===== src/rtl/line_follow_pkg.sv =====
// line_follow_pkg: shared state, motor command and side types plus the sensor pattern decoder
// Holds no ports: imported by the steering controller and its interface.
package line_follow_pkg;
  typedef enum logic [2:0] {IDLE, FORWARD, GENTLE_L, SHARP_L, GENTLE_R, SHARP_R, SEARCH, HALT} state_t;
  typedef logic [1:0] motor_t;
  localparam motor_t MOTOR_STOP = 2'b00;
  localparam motor_t MOTOR_FWD  = 2'b01;
  localparam motor_t MOTOR_REV  = 2'b10;
  typedef enum logic {LEFT, RIGHT} side_t;
  // 101 (line under both outer sensors) keeps any steering state, but a
  // non-steering state has nothing to keep, so it falls back to FORWARD.
  function automatic state_t decode(input logic [2:0] p, input state_t cur);
    return (p == 3'b010 || p == 3'b111) ? FORWARD :
           p == 3'b110 ? GENTLE_L :
           p == 3'b100 ? SHARP_L :
           p == 3'b011 ? GENTLE_R :
           p == 3'b001 ? SHARP_R :
           p == 3'b101 ? ((cur == IDLE || cur == SEARCH || cur == HALT) ? FORWARD : cur) :
           (cur == HALT ? HALT : SEARCH);
  endfunction
endpackage


===== src/rtl/line_follow_ctrl_if.sv =====
// line_follow_ctrl_if: bundle between sensor/enable source and the steering controller
// Ports: enable, sensor_l/m/r (to controller); motor_l_cmd, motor_r_cmd, cmd_update, lost (from controller).
interface line_follow_ctrl_if;
  logic enable;
  logic sensor_l;
  logic sensor_m;
  logic sensor_r;
  line_follow_pkg::motor_t motor_l_cmd;
  line_follow_pkg::motor_t motor_r_cmd;
  logic cmd_update;
  logic lost;
  modport master(output enable, sensor_l, sensor_m, sensor_r, input motor_l_cmd, motor_r_cmd, cmd_update, lost);
  modport slave(input enable, sensor_l, sensor_m, sensor_r, output motor_l_cmd, motor_r_cmd, cmd_update, lost);
endinterface


===== src/rtl/sensor_stability_filter.sv =====
// sensor_stability_filter: passes the raw pattern only after STABLE_CYCLES consecutive matching samples
// Ports: clk, reset_n (async active-low), raw[2:0] in, filtered[2:0] out.
module sensor_stability_filter #(
  parameter int STABLE_CYCLES = 1000
) (
  input  logic       clk,
  input  logic       reset_n,
  input  logic [2:0] raw,
  output logic [2:0] filtered
);
  localparam int CW = $clog2(STABLE_CYCLES + 1);
  localparam logic [CW-1:0] CMAX = CW'(STABLE_CYCLES);
  logic [2:0] prev;
  logic [CW-1:0] cnt, cnt_nxt;
  always_comb cnt_nxt = raw != prev ? '0 : cnt == CMAX ? CMAX : cnt + 1'b1;
  always_ff @(posedge clk or negedge reset_n) begin
    if (!reset_n) begin
      prev <= '0;
      cnt <= '0;
      filtered <= '0;
    end else begin
      prev <= raw;
      cnt <= cnt_nxt;
      if (cnt_nxt == CMAX) filtered <= raw;
    end
  end
endmodule


===== src/rtl/line_follow_ctrl.sv =====
// line_follow_ctrl: line follower steering FSM with stability filter, control tick, search and halt
// Ports: clk, reset_n (async active-low), bus (slave): enable, sensor_l/m/r in; motor_l_cmd, motor_r_cmd, cmd_update, lost out.
module line_follow_ctrl
  import line_follow_pkg::*;
#(
  parameter int PERIOD        = 2000000,
  parameter int STABLE_CYCLES = 1000,
  parameter int LOST_TICKS    = 50
) (
  input logic               clk,
  input logic               reset_n,
  line_follow_ctrl_if.slave bus
);
  localparam int TW = $clog2(PERIOD);
  localparam int LW = $clog2(LOST_TICKS + 1);
  localparam logic [TW-1:0] TLAST = TW'(PERIOD - 1);
  localparam logic [LW-1:0] LMAX = LW'(LOST_TICKS);
  logic [2:0] filt;
  logic [TW-1:0] tick_cnt;
  logic [LW-1:0] lost_cnt, lost_nxt;
  state_t state, nxt;
  side_t side, side_nxt;
  logic tick, upd;
  motor_t ml, mr;
  sensor_stability_filter #(.STABLE_CYCLES(STABLE_CYCLES)) u_filter (
    .clk      (clk),
    .reset_n  (reset_n),
    .raw      ({bus.sensor_l, bus.sensor_m, bus.sensor_r}),
    .filtered (filt)
  );
  assign tick = bus.enable && tick_cnt == TLAST;
  always_comb begin
    nxt = state;
    side_nxt = side;
    lost_nxt = lost_cnt;
    upd = 1'b0;
    if (!bus.enable) begin
      nxt = IDLE;
      lost_nxt = '0;
      upd = state != IDLE;
    end else if (tick) begin
      upd = 1'b1;
      if (filt == 3'b000 && state == SEARCH) begin
        lost_nxt = lost_cnt + 1'b1;
        nxt = lost_nxt == LMAX ? HALT : SEARCH;
      end else begin
        nxt = decode(filt, state);
        lost_nxt = '0;
        side_nxt = (filt == 3'b110 || filt == 3'b100) ? LEFT :
                   (filt == 3'b011 || filt == 3'b001) ? RIGHT : side;
      end
    end
  end
  // Commands are derived from the next state so they register on the same edge as the state.
  always_comb begin
    ml = (nxt == FORWARD || nxt == GENTLE_R || nxt == SHARP_R || (nxt == SEARCH && side_nxt == RIGHT)) ? MOTOR_FWD :
         (nxt == SHARP_L || (nxt == SEARCH && side_nxt == LEFT)) ? MOTOR_REV : MOTOR_STOP;
    mr = (nxt == FORWARD || nxt == GENTLE_L || nxt == SHARP_L || (nxt == SEARCH && side_nxt == LEFT)) ? MOTOR_FWD :
         (nxt == SHARP_R || (nxt == SEARCH && side_nxt == RIGHT)) ? MOTOR_REV : MOTOR_STOP;
  end
  always_ff @(posedge clk or negedge reset_n) begin
    if (!reset_n) begin
      tick_cnt <= '0;
      state <= IDLE;
      side <= LEFT;
      lost_cnt <= '0;
      bus.motor_l_cmd <= MOTOR_STOP;
      bus.motor_r_cmd <= MOTOR_STOP;
      bus.cmd_update <= 1'b0;
      bus.lost <= 1'b0;
    end else begin
      tick_cnt <= (!bus.enable || tick) ? '0 : tick_cnt + 1'b1;
      state <= nxt;
      side <= side_nxt;
      lost_cnt <= lost_nxt;
      bus.motor_l_cmd <= ml;
      bus.motor_r_cmd <= mr;
      bus.cmd_update <= upd;
      bus.lost <= nxt == SEARCH || nxt == HALT;
    end
  end
endmodule

===== src/flat_wrapper.sv =====
// flat-port wrapper written by rule: the top's interface ports become plain ports
module line_follow_ctrl_flat import line_follow_pkg::*;
#(
  parameter int PERIOD        = 2000000,
  parameter int STABLE_CYCLES = 1000,
  parameter int LOST_TICKS    = 50
)
  (clk, reset_n, bus_enable, bus_sensor_l, bus_sensor_m, bus_sensor_r, bus_motor_l_cmd, bus_motor_r_cmd, bus_cmd_update, bus_lost);
  line_follow_ctrl_if bus_i ();
  input logic clk;
  input logic reset_n;
  input wire logic [$bits(bus_i.enable)-1:0] bus_enable;
  input wire logic [$bits(bus_i.sensor_l)-1:0] bus_sensor_l;
  input wire logic [$bits(bus_i.sensor_m)-1:0] bus_sensor_m;
  input wire logic [$bits(bus_i.sensor_r)-1:0] bus_sensor_r;
  output wire logic [$bits(bus_i.motor_l_cmd)-1:0] bus_motor_l_cmd;
  output wire logic [$bits(bus_i.motor_r_cmd)-1:0] bus_motor_r_cmd;
  output wire logic [$bits(bus_i.cmd_update)-1:0] bus_cmd_update;
  output wire logic [$bits(bus_i.lost)-1:0] bus_lost;
  assign bus_i.enable = bus_enable;
  assign bus_i.sensor_l = bus_sensor_l;
  assign bus_i.sensor_m = bus_sensor_m;
  assign bus_i.sensor_r = bus_sensor_r;
  assign bus_motor_l_cmd = bus_i.motor_l_cmd;
  assign bus_motor_r_cmd = bus_i.motor_r_cmd;
  assign bus_cmd_update = bus_i.cmd_update;
  assign bus_lost = bus_i.lost;
  line_follow_ctrl #(.PERIOD(PERIOD), .STABLE_CYCLES(STABLE_CYCLES), .LOST_TICKS(LOST_TICKS)) u_core (.clk(clk), .reset_n(reset_n), .bus(bus_i));
endmodule

===== config.mk =====
export PLATFORM = sky130hd
export DESIGN_NAME = line_follow_ctrl_flat
export DESIGN_NICKNAME = d
export VERILOG_FILES = /design/src/rtl/line_follow_pkg.sv /design/src/rtl/line_follow_ctrl_if.sv /design/src/rtl/sensor_stability_filter.sv /design/src/rtl/line_follow_ctrl.sv /design/src/flat_wrapper.sv
export SDC_FILE = /design/constraint.sdc
export NUM_CORES = 1
export LEC_CHECK = 0
export ABC_AREA = 0
export BUFFER_PORTS_ARGS = -buffer_cell sky130_fd_sc_hd__buf_2
export CORE_MARGIN = 2
export CORE_UTILIZATION = 35
export DETAILED_ROUTE_END_ITERATION = 6
export GPL_TIMING_DRIVEN = 0
export SETUP_SLACK_MARGIN = 0.2
export SLEW_MARGIN = 5
export SYNTH_ARGS = -nofsm -noshare
export SYNTH_HDL_FRONTEND = slang
export SYNTH_SLANG_ARGS = --single-unit

===== constraint.sdc =====
create_clock -name clk -period 3.03 [get_ports clk]
set_input_delay 0.303 -clock clk [delete_from_list [all_inputs] [get_ports clk]]
set_output_delay 0.303 -clock clk [all_outputs]
set_load 0.05 [all_outputs]

==> results.md <==
- The achievable frequency is 399 MHz.
- Clock tree synthesis inserted a total of 5 buffers.
- In this run the register-to-register setup slack is 0.52 ns.
- The simple-gate share of the synthesized area is between 20% and 30%.
- The worst reg-to-reg path cell count is 6.
- Before CTS, the worst setup slack after placement is 0.550 ns.
- The total power density per cell area is about 420 mW/mm^2.
- The net count of the mapped netlist is 285.
- Dividing the synthesized area by the synthesized cell count gives between 9 and 10 um^2.
- Clock-pin slew was measured on the worst setup and hold paths at 0.10 ns.
- Post-CTS timing repair inserted 0 buffers for setup.
- The detailed router finished its first iteration with 42 violations.
- In the synthesized netlist, the number of instances is 274.
- The endpoint identified for the worst register-to-register timing path is u_core.bus.motor_l_cmd[1].
- At the end of routability-driven placement, the weighted congestion stood at around 0.80.
- The maximum resistive drop on vdd is approximately 0.2 mV.
- The proportion of power drawn by the clock network is 39.1%.
- After Yosys synthesis, full adders, half adders and majority gates account for 2.30% of the synthesized area.
- Hold repair after CTS inserted 0 buffers.
- The residual antenna-violating net count after detailed routing is 0.
- The initial antenna violation count came to 0.
- The longest clock path from root to sink contains 2 buffers.
- After synthesis, the largest family of logic cells by area is simple AND/OR/NAND/NOR gates.
- The die outline width is 92.2 um.
- STA puts the critical path data arrival time at 2.72 ns.
- For this design, the slowest cell found on the critical path is sky130_fd_sc_hd__or4_4.
- The final global-route overflow total is 0.
- The clock net in this run drives a total of between 50 and 60 sinks.
- Dividing the detail-routed wire length by the instance count gives 12.5 um.
- The startpoint of the lowest-slack register-to-register path is u_core.tick_cnt[13].
- For this run, the total global-route usage over all layers was measured as approximately 13%.
- The number of antenna diodes in the final layout is 0.
- The net switching power is 292 uW.
- The netlist area before placement is 0.00273 mm^2.
- The critical path startpoint category is a register.
- Once the floorplan was initialized, standard cells occupied 35.6% of the core.
- The total of buffers placed on input and output ports is 10.
- Across the run, the number of max-cap violations was 0.
- The first global-routing pass estimated 8710 um of wire.
- Wires add up to 4930 um.
- Of the total power, the share spent switching nets is 23.0%.
- At the end of the flow, the number of nets in the layout was 302.
- The critical path goes through or4_4 -> nor4_4 -> nand2_2 -> o311a_4 -> nor2b_4 -> a2bb2o_4.
- The startpoint of the worst setup timing path is u_core.tick_cnt[13].
- The source-to-sink clock delay at the later pin of the worst-skew pair is 0.31 ns.
- The number of primary I/O pins is 12.
- The count of flip-flops with a built-in enable after synthesis is 0.
- The largest single stage delay on the critical path is 0.55 ns.
- The largest fanout on the critical path is 8.
- The combinational fraction of design power is 3.9%.
- Leaving out fill and tap cells, the most frequent cell in the layout is sky130_fd_sc_hd__dfrtp_1.
- The max-slew violation count is 0.
- The worst setup path is captured at a register.
- The share of post-route cells with drive strength above 1 is 12.0%.
- The row count is 32.
- Setup repair after global routing left no endpoint under its margin.
- The number of distinct library cells after synthesis is 46.
- The root buffer cell is sky130_fd_sc_hd__clkbuf_8.
- The internal power of the cells totals between 900 and 1000 uW.
- Entering global routing, the biggest net connects 54 pins.
- Of the post-synthesis cell area, the part taken by muxes is 1.61%.
- Data on the critical path is required at its endpoint by 3.24 ns.
- In the layout the commonest cells are 53 x sky130_fd_sc_hd__dfrtp_1, 39 x sky130_fd_sc_hd__nor2_1, 20 x sky130_fd_sc_hd__nand2_1, 20 x sky130_fd_sc_hd__xor2_1, 17 x sky130_fd_sc_hd__nand3_1.
- The parity-gate share of the synthesized area counting xor and xnor cells is 9.96%.
- The number of detailed-routing iterations run before antenna repair is 4.
- In the final timing run, aggregate negative setup slack is 0 ns.
- The HPWL after detailed placement is 3420 um.
- After detailed routing, the number of remaining DRC violations is 0.
- After layout, the worst setup slack is 0.524 ns.
- The routed layout has 1959 vias.
- The most critical setup path has its endpoint at u_core.bus.motor_l_cmd[1].
- At the pin with the least slew margin, the transition time is 0.676 ns.
- The growth of design area from synthesis to finish is 10.7%.
- The minimum clock period is ~2.5 ns.
- The post-CTS resize count is 0.
- The number of failing setup endpoints in the final timing report is 0.
- The level count of the clock H-tree is 2.
- The count of final hold-check violations was 0.
- The vertical die dimension is roughly 92 um.
- The share of synthesized area occupied by flip-flops and latches is 48.7%.
- The complex-gate fraction of the synthesized area is 10.1%.
- For this run, the number of Yosys warnings is 0.
- The classification of the worst setup path is register to register.
- In the synthesized netlist the dominant register cell turns out to be sky130_fd_sc_hd__dfrtp_1.
- The number of global-route vias before repair is roughly 1900.
- Of the total power, registers draw 57.1%.
- The clock tree from TritonCTS is done.
- The flow ran to the end, and the final reports show no timing, DRC or antenna violations.
- After filler insertion, the fill cell instance count of the layout stands at 756.
- The final critical path takes up 82.7% of the cycle.
- The worst hold path belongs to the class input port to asynchronous set/reset pin.
- The core region is 0.00765 mm^2.
- The synthesis-stage register bit count is 53.
- The clock skew is 0.0141 ns.
- The share of async-settable or async-resettable flops after synthesis is 100%.
- In this run the tightest slew margin relative to its limit is between 50% and 60%.
- The vias per cell is 4.97.
- The total leakage power is 0.00130 uW.
- The die area is ~0.0085 mm^2.
-- layer usage --
metal / share of wire [%] / global-route usage, % / up-vias
met2: 45 / 20.0 / 15
li1: - / - / 989
met1: 51 / 17.1 / 949
met5: 0 / 0 / -
met3: 3.0 / 2.63 / 6
met4: 1.4 / 4.35 / 0
-- per-stage QoR --
step	power (uW)	cell area, um^2	instances	hold WS (ns)	utilization (%)
floorplan	760	2730	274	0.00741	-
global placement	787	2900	386	0.454	38.0
detailed placement	788	2900	386	0.456	38.0
CTS	1290	3020	394	0.116	39.4
global route	1320	3020	394	0.0797	39.5
finish	1270	3020	394	0.0176	39.5
-- critical path, delay by kind of cell, from the launching register on --
kind	cells	cell delay, ns
AOI/OAI and AO/OA	2	0.64
DFF	1	0.44
and+or+nand+nor	4	1.32
-- area by class of cell --
cell class                 count  area [um^2]  share of cell area, %
buffer                         7         27.5                  0.912
clock buffer                   5         68.8                   2.28
clock inverter                 3         43.8                   1.45
inverter                      11         41.3                   1.37
multi-input combinational    203         1330                   44.1
sequential                    53         1330                   43.9
tap                          102          128                   4.23
timing repair buffer          10         52.6                   1.74
-- worst min path at each step --
stage / slack (ns) / from / to
CTS: 0.12 / bus_sensor_l / u_core.u_filter.prev[2]
finish: 0.02 / reset_n / u_core.tick_cnt[16]
global route: 0.08 / reset_n / u_core.u_filter.cnt[1]
floorplan: 0.007 / reset_n / u_core.bus.cmd_update
global placement: 0.45 / bus_sensor_m / u_core.u_filter.prev[1]
detailed placement: 0.46 / bus_sensor_m / u_core.u_filter.prev[1]
-- kinds of logic (layout without fill, tap and decap cells) --
logic type / Yosys count / after routing
fa+ha+maj: 5 / 5
flops: 53 / 53
xor+xnor: 31 / 31
buf+inv: 18 / 36
compound gates: 36 / 36
mux: 4 / 4
simple gates: 127 / 127
-- flip-flops by register name, indices dropped and copies added (netlist names), 2 cells and up --
signal,count
u_core.bus.motor_r_cmd,2
u_core.tick_cnt,21
u_core.u_filter.prev,3
u_core.u_filter.filtered,3
u_core.u_filter.cnt,10
u_core.state,3
u_core.bus.motor_l_cmd,2
u_core.lost_cnt,6
-- power by group through the flow --
stage	clock network [uW]	registers (uW)	logic, uW
after global placement	0	736	50.9
after global routing	537	724	58.7
after floorplan	0	737	23.2
after CTS	517	723	51.9
final	495	723	49.3
after detailed placement	0	737	51.8
-- cell usage after synthesis, types with 2 or more instances --
library cell | n | area (um^2)
sky130_fd_sc_hd__nand2_1 | 20 | 75.1
sky130_fd_sc_hd__mux2_2 | 3 | 33.8
sky130_fd_sc_hd__nand3_1 | 17 | 85.1
sky130_fd_sc_hd__o311a_4 | 2 | 42.5
sky130_fd_sc_hd__a21o_2 | 3 | 26.3
sky130_fd_sc_hd__or3_1 | 3 | 18.8
sky130_fd_sc_hd__a2bb2oi_1 | 3 | 26.3
sky130_fd_sc_hd__nor2_1 | 39 | 146
sky130_fd_sc_hd__nand4_1 | 10 | 62.6
sky130_fd_sc_hd__and2_1 | 2 | 12.5
sky130_fd_sc_hd__nand2b_1 | 3 | 18.8
sky130_fd_sc_hd__or2_2 | 2 | 12.5
sky130_fd_sc_hd__o21ai_0 | 11 | 55.1
sky130_fd_sc_hd__a21oi_1 | 6 | 30.0
sky130_fd_sc_hd__xor2_1 | 20 | 175
sky130_fd_sc_hd__and3_1 | 5 | 31.3
sky130_fd_sc_hd__nor3_1 | 7 | 35.0
sky130_fd_sc_hd__clkbuf_1 | 6 | 22.5
sky130_fd_sc_hd__dfrtp_1 | 53 | 1330
sky130_fd_sc_hd__and4_1 | 3 | 26.3
sky130_fd_sc_hd__nand4b_1 | 4 | 35.0
sky130_fd_sc_hd__nor3b_1 | 3 | 22.5
sky130_fd_sc_hd__inv_1 | 11 | 41.3
sky130_fd_sc_hd__a31oi_1 | 2 | 12.5
sky130_fd_sc_hd__xnor2_1 | 11 | 96.3
sky130_fd_sc_hd__ha_1 | 5 | 62.6
Note: power is estimated with default switching activity, not from simulation.
